<file path="config.mk">
export PLATFORM = sky130hd
export DESIGN_NAME = student_mux8way_collector
export DESIGN_NICKNAME = d
export VERILOG_FILES = /design/src/rtl/student_pkg.sv /design/src/rtl/student_mux8way.sv /design/src/rtl/student_mux8way_collector.sv
export SDC_FILE = /design/constraint.sdc
export NUM_CORES = 1
export LEC_CHECK = 0
export ABC_AREA = 1
export CAP_MARGIN = 20
export CORE_MARGIN = 2
export CORE_UTILIZATION = 36
export CTS_CLUSTER_DIAMETER = 30
export DETAILED_ROUTE_END_ITERATION = 6
export GPL_TIMING_DRIVEN = 1
export HOLD_SLACK_MARGIN = 0.05
export PLACE_DENSITY = 0.81
export SYNTH_ARGS = -nofsm -noshare
export SYNTH_HDL_FRONTEND = slang
export SYNTH_HIERARCHICAL = 1
export SYNTH_SLANG_ARGS = --single-unit
</file>
<file path="constraint.sdc">
create_clock -name clk -period 2.4 [get_ports clk]
set_input_delay 0.36 -clock clk [delete_from_list [all_inputs] [get_ports clk]]
set_output_delay 0.36 -clock clk [all_outputs]
set_load 0.02 [all_outputs]
</file>
<file path="src/rtl/student_pkg.sv">
// Shared constants and types for the 8-way collector path: channel count, select width, output state.
package student_pkg;
   localparam int NUM_CH = 8;
   localparam int SEL_W  = 3;

   typedef enum logic {
      ST_EMPTY = 1'b0,
      ST_FULL  = 1'b1
   } state_e;

   function automatic logic [SEL_W-1:0] rr_next(input logic [SEL_W-1:0] g);
      return g + SEL_W'(1);
   endfunction
endpackage

</file>
<file path="src/rtl/student_mux8way.sv">
// Combinational 8:1 word selector; AND-OR structure so each channel lane is a gated copy.
module student_mux8way
   import student_pkg::*;
#(
   parameter int WIDTH = 16
) (
   input  logic [SEL_W-1:0]        sel,
   input  logic [NUM_CH*WIDTH-1:0] in_data,
   output logic [WIDTH-1:0]        out_data
);

   always_comb begin
      out_data = '0;
      for (int i = 0; i < NUM_CH; i++) begin
         out_data = out_data | (in_data[i*WIDTH +: WIDTH] & {WIDTH{sel == SEL_W'(i)}});
      end
   end

endmodule

</file>
<file path="src/rtl/student_mux8way_collector.sv">
// Merges eight valid/ready producers into one registered stream with round-robin arbitration.
module student_mux8way_collector
   import student_pkg::*;
#(
   parameter int WIDTH = 16
) (
   input  logic                    clk,
   input  logic                    rst_n,
   input  logic [NUM_CH-1:0]       in_valid,
   input  logic [NUM_CH*WIDTH-1:0] in_data,
   output logic [NUM_CH-1:0]       in_ready,
   output logic                    out_valid,
   output logic [WIDTH-1:0]        out_data,
   output logic [SEL_W-1:0]        out_sel,
   input  logic                    out_ready
);

   state_e             state_q, state_d;
   logic [SEL_W-1:0]   ptr_q, ptr_d;
   logic [WIDTH-1:0]   data_q, data_d;
   logic [SEL_W-1:0]   sel_q, sel_d;

   logic               grant_vld;
   logic [SEL_W-1:0]   grant_idx;
   logic [SEL_W-1:0]   scan_idx;
   logic               load_en;
   logic               xfer;
   logic [WIDTH-1:0]   mux_word;

   // Scan from the farthest offset back toward ptr so the nearest valid channel wins.
   always_comb begin
      grant_vld = 1'b0;
      grant_idx = ptr_q;
      scan_idx  = ptr_q;
      for (int k = NUM_CH - 1; k >= 0; k--) begin
         scan_idx = ptr_q + SEL_W'(k);
         if (in_valid[scan_idx]) begin
            grant_vld = 1'b1;
            grant_idx = scan_idx;
         end
      end
   end

   student_mux8way #(.WIDTH(WIDTH)) u_mux (
      .sel      (grant_idx),
      .in_data  (in_data),
      .out_data (mux_word)
   );

   always_ff @(posedge clk or negedge rst_n) begin
      if (!rst_n) begin
         state_q <= ST_EMPTY;
         ptr_q   <= '0;
         data_q  <= '0;
         sel_q   <= '0;
      end else begin
         state_q <= state_d;
         ptr_q   <= ptr_d;
         data_q  <= data_d;
         sel_q   <= sel_d;
      end
   end

   always_comb begin
      state_d = state_q;
      ptr_d   = ptr_q;
      data_d  = data_q;
      sel_d   = sel_q;
      if (xfer) begin
         state_d = ST_FULL;
         ptr_d   = rr_next(grant_idx);
         data_d  = mux_word;
         sel_d   = grant_idx;
      end else if (state_q == ST_FULL && out_ready) begin
         state_d = ST_EMPTY;
      end
   end

   // rst_n gates in_ready so nothing is accepted while reset is held.
   always_comb begin
      load_en  = (state_q == ST_EMPTY) || out_ready;
      xfer     = rst_n && load_en && grant_vld;
      in_ready = '0;
      if (xfer) in_ready[grant_idx] = 1'b1;
   end

   assign out_valid = (state_q == ST_FULL);
   assign out_data  = data_q;
   assign out_sel   = sel_q;

endmodule

</file>
==> metrics.txt <==
status=finished, violations left; failing checks=setup timing; Top Ports=167; vias per cell=5.51; post-layout instance area=0.00554 mm²; leading post-synthesis cells by cell area=nand2_1 (24%), nand4_1 (20%), dfrtp_1 (19%); Critical Path RT=2040 ps; n_diodes=0; post-layout util=67.7%; GRT Residual Overflow=0; DRC Markers=0; worst path cell trace=inv_2 -> ha_4 -> inv_6 -> nand3_4 -> nand3_1 -> nand2_2 -> nor4_2 -> nand3_1 -> nand3_4 -> a21oi_2 -> inv_1 -> nor2_1 -> buf_2; area leader, netlist=nand2_1; placed cell areas=0.00491 mm²; commonest register cell after synthesis=dfrtp_1; post-route setup slack=-503 ps; flops & latches, synth=23; startpoint types=flop; Longest Clk Path Bufs=2; Max stage delay on crit path=420 ps; async set-or-reset flop fraction in the synthesized netlist=100%; FILL cells=683; commonest non-fill, non-tap cell in the layout=nand2_1; Critical Path Sink Type=output port; pin count of the biggest net entering global routing=43; Slew @ Worst Pin=329 ps; Setup violations, final=28; Final Hold Viols=0; synth unique cells=21; Total GRT Usage=27.1%; Slew HR=78.1%; kind of critical path=reg -> out; first-pass GRT wire length=19500 µm; Core Footprint=0.00818 mm²; cell chosen for the clock root=clkbuf_8; Syn Std Cell Area=0.00302 mm²; mean post-synth cell area=5.72 µm²; reg2reg path depth=23; achievable frequency=345 MHz; full die area=0.00914 mm²; routability congestion estimate=0.972; Synth warnings=6; synthesized instance count=528; Max-Cap Viols=0; Worst-Skew Late Latency=260 ps; remaining antenna violation count=0; top cell type's share of synthesized area=24.4%; drt pass-1 iters=5; initial antenna violation count=0; Initial Util=36.9%; clk sinks=23; Max Fanout on Critical Path=6; mean routed wirelength per cell=16.4 µm; fin nets=851; EDFF count, synth=0; Final Cycle Share=121%; total CTS buffers=3; Worst Hold Depth=2; layout cells sized above 1=23.8%; Min-Delay Path Class=reg -> reg; dpl hpwl=9810 µm; Die H=95.6 µm; CP max-delay cell=dfrtp_1; most frequent cells in the layout=nand2_1 (171), clkdlybuf4s50_1 (158), nand4_1 (96), nand3_1 (46), buf_4 (37); H-tree Lvls=1; Post-Route WL=13300 µm; Worst Clk Skew=4.93 ps; Reg clk slew, reported paths=80 ps; Crit path arrival time=2540 ps; drt first-iter violations=269; final non-filler cell total=814; post-synthesis sequential area ratio=19.1%; Slew Limit Fails=0; fin crit period=2900 ps; RSZ-0062 raised after global routing=yes; syn_nets=669; I/O Buffers=166; row count=33; synthesis-to-layout area growth=83.3%; vias in the first global route=4040; die width=95.6 µm; CTS tree=built; via count=4486; Placed Cells=797; Total Neg Setup Slack=-10870 ps
[cell usage after synthesis (2+ instances only)]
master	instances
o21ai_0	2
nand3_2	2
dfrtp_1	23
a21oi_1	6
inv_2	11
buf_6	4
nand4_1	96
nand2_2	6
ha_1	2
buf_2	21
buf_4	17
nand2_1	196
inv_4	2
nor2_1	46
nor2_2	2
nand3_1	71
inv_1	17
[per-layer routing]
metal	GRT usage (%)	wire, µm	up-vias
met3	3.00	1010	30
met2	48.7	6830	262
met4	7.26	346	0
met1	34.0	5150	2023
met5	0	0	-
li1	-	-	2171
[worst paths after layout]
path,startpoint,end,slack [ps]
min in group asynchronous,rst_n,out_data[1]$_DFFE_PN0P_,550
worst max-delay path,ptr_q[1]$_DFFE_PN0P_,in_ready[1],-500
max in group asynchronous,rst_n,ptr_q[0]$_DFFE_PN0P_,1620
worst min register to register,out_data[8]$_DFFE_PN0P_,out_data[8]$_DFFE_PN0P_,490
worst min-delay path,out_data[8]$_DFFE_PN0P_,out_data[8]$_DFFE_PN0P_,490
worst max register to register,ptr_q[1]$_DFFE_PN0P_,out_data[10]$_DFFE_PN0P_,-480
[cell type report]
| type | count | area [µm²] | share of cell area [%] |
|---|---|---|---|
| Sequential cell | 23 | 576 | 10.4 |
| Tap cell | 105 | 131 | 2.37 |
| Clock inverter | 1 | 5.00 | 0.0904 |
| Multi-Input combinational cell | 433 | 2430 | 43.9 |
| Clock buffer | 3 | 41.3 | 0.746 |
| Timing Repair Buffer | 219 | 2230 | 40.2 |
| Inverter | 30 | 125 | 2.26 |
[state kept, by name, summed over array words and instances, names as in the netlist]
signal	cells
out_data	16
ptr_q	3
out_valid	1
out_sel	3
[stage by stage]
step	worst slack [ps]	hold slack (ps)
floorplan	-2.78	64.4
global placement	-698	465
detailed placement	-743	467
CTS	-425	491
global route	-676	517
finish	-503	491
[repair_timing]
item / CTS / global route
buffers inserted: 8 / 3
gates cloned: 2 / 1
hold buffers: 0 / 0
gates resized for setup: 91 / 61
pin swaps: 17 / 28
setup endpoints to repair: 27 / 31
[cells by family after synthesis]
group           synth area share [%]
fa+ha+maj                      0.828
xor+xnor                       0.539
buf+inv                         13.1
simple gates                    64.6
compound gates                  1.86
flops                           19.1
[worst max-delay path, delay by kind of cell (launching register included)]
family / cells / cell delay (ps)
AOI/OAI and AO/OA: 1 / 60
adders and majority gates: 1 / 300
buffers and inverters: 4 / 440
DFF: 1 / 420
and+or+nand+nor: 7 / 1030
Power is not shown: default switching activity piles up to over one toggle a cycle in this logic, so the estimate is an artifact.
